--- config.mk ---
export PLATFORM = sky130hd
export DESIGN_NAME = id_ex_stage
export DESIGN_NICKNAME = d
export VERILOG_FILES = /design/src/rtl/rv_pkg.sv /design/src/rtl/imm_gen.sv /design/src/rtl/id_ex_stage.sv
export SDC_FILE = /design/constraint.sdc
export NUM_CORES = 1
export LEC_CHECK = 0
export CORE_AREA = 2 2 236 238
export DETAILED_ROUTE_END_ITERATION = 8
export DIE_AREA = 0 0 238 240
export SYNTH_ARGS = -nofsm -noshare
export SYNTH_HDL_FRONTEND = slang
export SYNTH_HIERARCHICAL = 1
export SYNTH_SLANG_ARGS = --single-unit
--- constraint.sdc ---
create_clock -name clk -period 2.1 [get_ports clk]
set_clock_uncertainty 0.15 [all_clocks]
set_input_delay 0.21 -clock clk [delete_from_list [all_inputs] [get_ports clk]]
set_output_delay 0.21 -clock clk [all_outputs]
set_load 0.02 [all_outputs]
--- src/rtl/rv_pkg.sv ---
// Shared RV64I+Zba definitions: datapath width, base opcodes, immediate
// formats and the ID/EX pipeline register layout.
package rv_pkg;

  localparam int XLEN = 64;

  localparam logic [6:0] OPC_LOAD      = 7'b0000011;
  localparam logic [6:0] OPC_MISC_MEM  = 7'b0001111;
  localparam logic [6:0] OPC_OP_IMM    = 7'b0010011;
  localparam logic [6:0] OPC_AUIPC     = 7'b0010111;
  localparam logic [6:0] OPC_OP_IMM_32 = 7'b0011011;
  localparam logic [6:0] OPC_STORE     = 7'b0100011;
  localparam logic [6:0] OPC_OP        = 7'b0110011;
  localparam logic [6:0] OPC_LUI       = 7'b0110111;
  localparam logic [6:0] OPC_OP_32     = 7'b0111011;
  localparam logic [6:0] OPC_BRANCH    = 7'b1100011;
  localparam logic [6:0] OPC_JALR      = 7'b1100111;
  localparam logic [6:0] OPC_JAL       = 7'b1101111;
  localparam logic [6:0] OPC_SYSTEM    = 7'b1110011;

  typedef enum logic [2:0] {
    IMM_I,
    IMM_S,
    IMM_B,
    IMM_U,
    IMM_J,
    IMM_NONE
  } imm_type_e;

  typedef struct packed {
    logic            valid;
    logic [XLEN-1:0] pc;
    logic [4:0]      rs1;
    logic [4:0]      rs2;
    logic [4:0]      rd;
    logic [XLEN-1:0] op1;
    logic [XLEN-1:0] op2;
    logic [XLEN-1:0] imm;
    logic [6:0]      opcode;
    logic [2:0]      funct3;
    logic [6:0]      funct7;
    logic            regwrite;
    logic            mem_read;
    logic            mem_write;
    logic            illegal;
  } idex_t;

endpackage

--- src/rtl/imm_gen.sv ---
// Immediate generator: extracts the I/S/B/U/J immediate from an instruction
// word and sign-extends it to XLEN.
module imm_gen #(
  parameter int XLEN = rv_pkg::XLEN
) (
  input  logic                 [31:0]     instr,
  input  rv_pkg::imm_type_e               imm_type,
  output logic                 [XLEN-1:0] imm
);
  import rv_pkg::*;

  logic signed [31:0] imm32;

  always_comb begin
    imm32 = '0;
    unique case (imm_type)
      IMM_I: imm32 = {{20{instr[31]}}, instr[31:20]};
      IMM_S: imm32 = {{20{instr[31]}}, instr[31:25], instr[11:7]};
      IMM_B: imm32 = {{19{instr[31]}}, instr[31], instr[7], instr[30:25], instr[11:8], 1'b0};
      IMM_U: imm32 = {instr[31:12], 12'b0};
      IMM_J: imm32 = {{11{instr[31]}}, instr[31], instr[19:12], instr[20], instr[30:21], 1'b0};
      default: imm32 = '0;
    endcase
  end

  assign imm = {{(XLEN-32){imm32[31]}}, imm32};

endmodule

--- src/rtl/id_ex_stage.sv ---
// Decode stage and ID/EX register: regfile addressing, same-cycle writeback
// bypass, immediate generation, load-use stall and the registered EX operands.
module id_ex_stage #(
  parameter int XLEN = rv_pkg::XLEN
) (
  input  logic            clk,
  input  logic            rst_n,
  input  logic [31:0]     instr_d,
  input  logic [XLEN-1:0] pc_d,
  input  logic            valid_d,
  output logic [4:0]      a1,
  output logic [4:0]      a2,
  input  logic [XLEN-1:0] rd1,
  input  logic [XLEN-1:0] rd2,
  input  logic            wb_we,
  input  logic [4:0]      wb_rd,
  input  logic [XLEN-1:0] wb_data,
  input  logic            flush_e,
  output logic            stall_d,
  output logic            valid_e,
  output logic [XLEN-1:0] pc_e,
  output logic [4:0]      rs1_e,
  output logic [4:0]      rs2_e,
  output logic [4:0]      rd_e,
  output logic [XLEN-1:0] op1_e,
  output logic [XLEN-1:0] op2_e,
  output logic [XLEN-1:0] imm_e,
  output logic [6:0]      opcode_e,
  output logic [2:0]      funct3_e,
  output logic [6:0]      funct7_e,
  output logic            regwrite_e,
  output logic            mem_read_e,
  output logic            mem_write_e,
  output logic            illegal_e
);
  import rv_pkg::*;

  logic [6:0]      opc_d;
  logic [4:0]      rd_d;
  imm_type_e       imm_type_d;
  logic [XLEN-1:0] imm_d;
  logic [XLEN-1:0] op1_d;
  logic [XLEN-1:0] op2_d;
  logic            uses_rs1_d;
  logic            uses_rs2_d;
  logic            wr_d;
  logic            mem_read_d;
  logic            mem_write_d;
  logic            illegal_d;
  idex_t           nxt_d;
  idex_t           q_e;

  assign opc_d = instr_d[6:0];
  assign rd_d  = instr_d[11:7];
  assign a1    = instr_d[19:15];
  assign a2    = instr_d[24:20];

  always_comb begin
    imm_type_d  = IMM_NONE;
    uses_rs1_d  = 1'b1;
    uses_rs2_d  = 1'b0;
    wr_d        = 1'b0;
    mem_read_d  = 1'b0;
    mem_write_d = 1'b0;
    illegal_d   = 1'b0;
    case (opc_d)
      OPC_LOAD: begin
        imm_type_d = IMM_I;
        wr_d       = 1'b1;
        mem_read_d = 1'b1;
      end
      OPC_OP_IMM, OPC_OP_IMM_32, OPC_JALR: begin
        imm_type_d = IMM_I;
        wr_d       = 1'b1;
      end
      OPC_STORE: begin
        imm_type_d  = IMM_S;
        uses_rs2_d  = 1'b1;
        mem_write_d = 1'b1;
      end
      OPC_BRANCH: begin
        imm_type_d = IMM_B;
        uses_rs2_d = 1'b1;
      end
      OPC_OP, OPC_OP_32: begin
        uses_rs2_d = 1'b1;
        wr_d       = 1'b1;
      end
      OPC_LUI, OPC_AUIPC: begin
        imm_type_d = IMM_U;
        uses_rs1_d = 1'b0;
        wr_d       = 1'b1;
      end
      OPC_JAL: begin
        imm_type_d = IMM_J;
        uses_rs1_d = 1'b0;
        wr_d       = 1'b1;
      end
      OPC_SYSTEM, OPC_MISC_MEM: ;
      default: illegal_d = 1'b1;
    endcase
  end

  imm_gen #(.XLEN(XLEN)) u_imm_gen (
    .instr    (instr_d),
    .imm_type (imm_type_d),
    .imm      (imm_d)
  );

  // The regfile write lands on the same edge as this capture, so take it directly.
  assign op1_d = (wb_we && (wb_rd != 5'd0) && (wb_rd == a1)) ? wb_data : rd1;
  assign op2_d = (wb_we && (wb_rd != 5'd0) && (wb_rd == a2)) ? wb_data : rd2;

  assign stall_d = valid_d && valid_e && mem_read_e && (rd_e != 5'd0) && !flush_e &&
                   ((uses_rs1_d && (rd_e == a1)) || (uses_rs2_d && (rd_e == a2)));

  always_comb begin
    nxt_d           = '0;
    nxt_d.valid     = 1'b1;
    nxt_d.pc        = pc_d;
    nxt_d.rs1       = a1;
    nxt_d.rs2       = a2;
    nxt_d.rd        = rd_d;
    nxt_d.op1       = op1_d;
    nxt_d.op2       = op2_d;
    nxt_d.imm       = imm_d;
    nxt_d.opcode    = opc_d;
    nxt_d.funct3    = instr_d[14:12];
    nxt_d.funct7    = instr_d[31:25];
    nxt_d.regwrite  = wr_d && (rd_d != 5'd0);
    nxt_d.mem_read  = mem_read_d;
    nxt_d.mem_write = mem_write_d;
    nxt_d.illegal   = illegal_d;
  end

  // ID/EX boundary: flush and stall both insert a bubble; flush has already masked stall.
  always_ff @(posedge clk or negedge rst_n) begin
    if (!rst_n) begin
      q_e <= '0;
    end else if (flush_e || stall_d || !valid_d) begin
      q_e <= '0;
    end else begin
      q_e <= nxt_d;
    end
  end

  assign valid_e     = q_e.valid;
  assign pc_e        = q_e.pc;
  assign rs1_e       = q_e.rs1;
  assign rs2_e       = q_e.rs2;
  assign rd_e        = q_e.rd;
  assign op1_e       = q_e.op1;
  assign op2_e       = q_e.op2;
  assign imm_e       = q_e.imm;
  assign opcode_e    = q_e.opcode;
  assign funct3_e    = q_e.funct3;
  assign funct7_e    = q_e.funct7;
  assign regwrite_e  = q_e.regwrite;
  assign mem_read_e  = q_e.mem_read;
  assign mem_write_e = q_e.mem_write;
  assign illegal_e   = q_e.illegal;

endmodule

==> metrics, run 1 <==
Leak Pwr=10.1 nW; TritonRoute pass-1 iters=5; Final Critical Period=2.42 ns; first-pass GRT wire length=approximately 94000 um; Boundary Pins=between 600 and 700; reg-to-reg slack, setup=-0.30 ns; VDD IR max=0.000556 V; top cells by count, synth=293 x dfrtp_1, 160 x nor3b_1, 129 x nand4_1; critical path's slowest cell=dfrtp_2; kind of critical path=flip-flop to output port; area of the die=0.0571 sq mm; FMAX=approximately 410 MHz; Initial DRC Count=just over 900; GRT Util Overall=0.218; synth warn=6; PwrDens=626 mW/mm^2; RSZ-0062 raised after global routing=true; TritonCTS clock tree=built; crit path DAT=between 2 and 2.5 ns; Max Buffers Root-to-Sink=3; Syn Inst Count=about 1200; Startpoint Class=flip-flop; Worst path max stage delay=about 0.45 ns; DP Cell Count=around 2500; CTS root buffer=clkbuf_16; Non-Filler Instances=~2600; dpl ws=-0.703 ns; CTS buffer count=37; sequential share of the synthesized area=0.519; vias in the first global route=between 10000 and 15000; max_slew headroom=0.634; Die Width=around 240 um; clock-pin slew on the worst setup and hold paths=about 0.06 ns; Fin. Hold Viols=0; XOR/XNOR Fraction of Synth Area=0.0124; Hold WC Path Type=input pin to async pin; drt total wl=64700 um; chip height=between 200 and 250 um; Synth Register Bits=between 200 and 300; main combinational cell family by area after synthesis=compound AO/OA/AOI/OAI gates; max cap viols=0; Residual DRC=0; worst path cell trace=xor2_1 > nor4_2 > buf_4 > and4_1 > o21ba_4 > buf_6; Initial Util=0.258; Placeable Area=between 0.05 and 0.06 sq mm; Main synth FF type=dfrtp_1; Unique masters post-synth=between 50 and 60; setup violators final=between 200 and 300; number of synthesized flops with an enable pin=0; clock latency on the worst-skew pair=~0.54 ns; via density per instance=5.17; Tcrit/Tclk final=1.15; setup tns final=-59.90 ns; Area contributors post-synth=dfrtp_1 52%, a211oi_2 8.9%, nor3b_1 8.5%; GR Overflow Total=0; fraction of layout cells with a size suffix above 1=0.331; Post-Synth Simple-Gate Area=0.179; worst slew pin tran=between 0.5 and 0.6 ns; FP Rows=86; Vias=about 14000; syn nets=between 1500 and 2000; antenna viol nets, final=0; wire per inst=roughly 25 um; Final Util=0.472; most common cell in the netlist=dfrtp_1; mux contribution to synthesized area=0.00390; post-synthesis compound-gate area fraction=0.193; Area Overhead vs Synth=82.5%; Buf/Inv on CP=2; Post-Syn Area=around 0.014 sq mm; Final WS setup=-0.321 ns; initial antenna violation count=8; largest net degree at the start of global routing=just over 60; PortBufs=between 600 and 700; CP endpoint kind=output port; Sink Count=a little under 300; run status=finished, violations left; CP Max Fanout=3; Final Wtd Congestion=about 0.9; Critical Path RT=1.74 ns; post-synthesis adder-cell area fraction=0.000797; Async SR Flop Fraction=1.00; hold_ws=approximately 0.067 ns; H-Tree Depth=2; top cell type's share of synthesized area=0.519; Post-DP HPWL=around 44000 um; CP top delay family=simple AND/OR/NAND/NOR gates; final net count=2200; area leader, netlist=dfrtp_1; max-slew violation count=0; failing checks=setup timing; syn avg cell area=between 10 and 15 sq um
-- per-stage QoR --
stage | power (mW) | area, sq um
after floorplan | 7.16 | 14100
after global placement | 8.96 | 21800
after detailed placement | 8.97 | 21800
after CTS | 16.2 | 25400
after global routing | 16.7 | 25800
final | 16.1 | 25800
-- placed cells by master, fill, tap and decap left out, drive strengths merged, types with 3 or more instances in the layout --
cell | Yosys | layout
nand4 | 129 | 129
dfrtp | 293 | 293
xor2 | 10 | 10
and3 | 3 | 3
nor2 | 4 | 4
and2 | 5 | 5
diode | 0 | 3
a21oi | 18 | 18
mux2 | 4 | 4
o21ai | 6 | 6
a211oi | 129 | 129
o31ai | 128 | 128
xnor2 | 10 | 10
dlygate4sd2 | 0 | 3
inv | 7 | 11
clkdlybuf4s50 | 0 | 593
bufinv | 0 | 5
nand2 | 31 | 31
o22ai | 12 | 12
nor3 | 10 | 10
clkbuf | 36 | 58
nor4 | 4 | 4
buf | 168 | 252
nor3b | 160 | 160
nand2b | 9 | 9
nor2b | 8 | 8
-- layer usage --
metal / vias to the layer above / GRT usage / part of all wire
met5: - / 0 / 0.00071
met4: 8 / 0.0754 / 0.033
met3: 124 / 0.0603 / 0.083
met2: 679 / 0.360 / 0.49
met1: 6859 / 0.273 / 0.40
li1: 5948 / - / -
-- where the power goes --
part / internal, mW / switching, mW
clock: 4.24 / 2.60
sequential: 5.83 / 0.0762
combinational: 1.70 / 1.68
-- worst register-to-register path, stage by stage (launching register included) --
cell	delay [ns]
dfrtp_2	0.45
xor2_1	0.17
nor4_2	0.28
buf_4	0.17
buf_4	0.10
a41o_4	0.29
buf_4	0.15
buf_12	0.11
buf_12	0.17
buf_16	0.17
nor3b_2	0.05
-- what timing repair did --
action / 4_1_cts / 5_1_grt
pin swaps: 28 / 18
gates resized for setup: 305 / 49
hold buffers: 1 / 0
gates cloned: 22 / 4
setup endpoints to repair: 298 / 296
buffers inserted: 33 / 5
endpoints found under the hold margin: 293 / 0
-- cell families after synthesis --
| family | after synthesis |
|---|---|
| and+or+nand+nor | 379 |
| AOI/OAI and AO/OA | 303 |
| DFF | 293 |
| buffers and inverters | 211 |
| xor gates and xnor gates | 20 |
| muxes | 5 |
| adders and majority gates | 1 |
-- area by class of cell --
type / count / area [sq um]
fill: 4810 / 28900
timing repair buffer: 855 / 9460
sequential: 293 / 7340
multi-input combinational: 708 / 6760
clock buffer: 54 / 1090
tap: 704 / 881
clock inverter: 12 / 216
inverter: 7 / 26.3
antenna: 3 / 7.51
-- path summary, 6_finish.rpt --
path | from | cells after the start | endpoint
max in group asynchronous | rst_n | 3 | pc_e[56]$_DFF_PN0_
worst min-delay path | rst_n | 2 | op1_e[14]$_DFF_PN0_
worst max-delay path | rd_e[4]$_DFF_PN0_ | 6 | stall_d
worst max register to register | rd_e[4]$_DFF_PN0_ | 10 | pc_e[5]$_DFF_PN0_
min in group clk | pc_d[2] | 2 | pc_e[2]$_DFF_PN0_
worst min register to register | rd_e[1]$_DFF_PN0_ | 7 | pc_e[47]$_DFF_PN0_
-- sequential cells by signal, indices dropped and copies added (netlist names), 3 cells and up --
signal,cells
imm_e,64
op1_e,64
op2_e,64
pc_e,64
funct7_e,7
opcode_e,7
rd_e,5
rs1_e,5
rs2_e,5
funct3_e,3
Note: power is estimated with default switching activity, not from simulation.
==> inputs of run 2 (changes only) <==
CORE_AREA = 2 2 233 235   (was 2 2 236 238)
DIE_AREA = 0 0 235 237   (was 0 0 238 240)
SETUP_SLACK_MARGIN = 0.02   (was default)
==> run 2 against run 1 <==
The flow still finishes with violations (setup timing); die area fell by 2.5%; sequential share of layout area grew 0.59 points; via count decreased by 1.1%; wire length shrank 1.4%; largest cell class unchanged.
==> metrics, run 2 (same netlist as run 1, synthesis figures left out) <==
run status=finished, violations left; failing checks=setup timing; max cap viols=0 (unchanged); clock-pin slew on the worst setup and hold paths=0.06 ns (about the same); RSZ-0062 raised after global routing=true; wire per inst=24.4 um (-0.46%); drt total wl=63700 um (-1.4%); TritonCTS clock tree=built; M3 GR Usage=0.0702 (+0.00990); Placeable Area=0.0533 sq mm (-2.5%); Final Wtd Congestion=0.838 (-7.4%); R2R depth=11 (+1); Vias=13500 (-1.1%); Initial DRC Count=915 (+0.11%); Fin. Hold Viols=0 (unchanged); Startpoint Class=flip-flop; clock latency on the worst-skew pair=0.52 ns (-0.02 ns); met1 Track Usage GR=0.271 (-0.00197); Die Width=235 um (-1.3%); GRT Util Overall=0.221 (+0.00289); routing usage on met2=0.368 (+0.00791); TritonRoute pass-1 iters=5 (unchanged); vias in the first global route=14100 (-0.88%); antenna viol nets, final=0 (unchanged); PortBufs=601 (unchanged); Power Total=15.3 mW (-5.3%); Tcrit/Tclk final=1.14 (-0.0152); PwrDens=605 mW/mm^2 (-3.3%); worst slew pin tran=0.515 ns (-0.0340 ns); r2r startpoint=rd_e[4]$_DFF_PN0_; dpl ws=-0.615 ns (+0.0876 ns); FP Rows=85 (-1.2%); Residual DRC=0 (unchanged); max_slew headroom=0.653 (+0.0197); CTS buffer count=35 (-5.4%); Max Buffers Root-to-Sink=3 (unchanged); crit path DAT=2.03 ns (-0.03 ns); GR Overflow Total=0 (unchanged); Final Critical Period=2.39 ns (-0.0319 ns); Hold WC Path Type=input pin to async pin; first-pass GRT wire length=93000 um (-0.61%); Boundary Pins=602 (unchanged); final net count=2188 (-0.55%); Area Overhead vs Synth=78.7%; commonest non-fill, non-tap cell in the layout=clkdlybuf4s50_1; Initial Util=0.265 (+0.00669); reg-to-reg slack, setup=-0.22 ns (+0.08 ns); CTS root buffer=clkbuf_16; area of the multi-input gates=0.00654 sq mm (-3.2%); Critical Path RT=1.74 ns (about the same); Reg area=0.00734 sq mm (about the same); via density per instance=5.16 (about the same); fraction of layout cells with a size suffix above 1=0.309 (-0.0216); largest net degree at the start of global routing=65 (+6.6%); FMAX=419 MHz (+1.3%); Final WS setup=-0.289 ns (+0.0319 ns); Fillers=4672 (-2.9%); area of the die=0.0557 sq mm (-2.5%); chip height=237 um (-1.3%); CP endpoint kind=output port; initial antenna violation count=6 (-2); max-slew violation count=0 (unchanged); CP Max Fanout=3 (unchanged); H-Tree Depth=2 (unchanged); Worst R2R End=op1_e[4]$_DFF_PN0_; most frequent cells in the layout=592 x clkdlybuf4s50_1, 290 x dfrtp_1, 129 x nand4_1, 127 x o31ai_1, 126 x buf_4; VDD IR max=0.000627 V (+13%); Sink Count=293 (unchanged); GRT busiest layer=met2; Leak Pwr=9.98 nW (-1.2%); Post-DP HPWL=44200 um (about the same); setup violators final=294 (unchanged); kind of critical path=flip-flop to output port
[run 2: routing by layer]
metal | vias up | part of all wire
li1 | 5918 | -
met1 | 6740 | 0.39
met2 | 694 | 0.49
met3 | 115 | 0.091
met4 | 8 | 0.028
met5 | - | 0.00088
[run 2: worst max path at each step]
stage	start	to	cells after the start	slack, ns
floorplan	instr_d[2]	imm_e[20]$_DFF_PN0_	11	0.05
global placement	instr_d[4]	imm_e[16]$_DFF_PN0_	11	-0.56
detailed placement	instr_d[4]	imm_e[30]$_DFF_PN0_	11	-0.62
CTS	rd_e[2]$_DFF_PN0_	stall_d	6	-0.30
global route	rd_e[4]$_DFF_PN0_	stall_d	6	-0.36
finish	rd_e[2]$_DFF_PN0_	stall_d	6	-0.29
[run 2: repair_timing]
action,in CTS,in global routing
hold buffers,1,0
pin swaps,48,32
setup buffers,35,2
endpoints found under the setup margin,289,298
gates resized for setup,203,108
hold endpoints to repair,276,0
cloned,27,4
[run 2: final cells by class]
class	instances	area share
timing repair buffer	843	0.370
sequential	293	0.290
multi-input combinational	710	0.259
clock buffer	49	0.0404
tap	696	0.0345
clock inverter	10	0.00406
inverter	7	0.00104
antenna	2	0.000198
[run 2: per-stage QoR]
stage,util,hold WS (ns),cells,cell area (sq um),TNS [ns]
2_1_floorplan,-,-0.236,1212,14100,0
5_1_grt,0.474,0.0396,2610,25300,-67.98
3_3_place_gp,0.410,0.0125,2499,21800,-113.49
6_report,0.474,0.0505,2610,25300,-42.13
4_1_cts,0.470,0.0353,2621,25100,-55.60
3_5_place_dp,0.410,0.0159,2499,21800,-123.24
[run 2: power breakdown]
group	switching (mW)	leakage (nW)	internal [mW]
registers	0.0704	3.97	5.83
logic	1.64	5.46	1.70
clock network	2.42	0.556	3.62
[run 2: critical path, stage by stage, from the launching register on]
cell	delay, ns
dfrtp_2	0.45
buf_4	0.16
xor2_1	0.28
nor3_2	0.07
and4_4	0.20
o21ba_4	0.22
buf_6	0.12
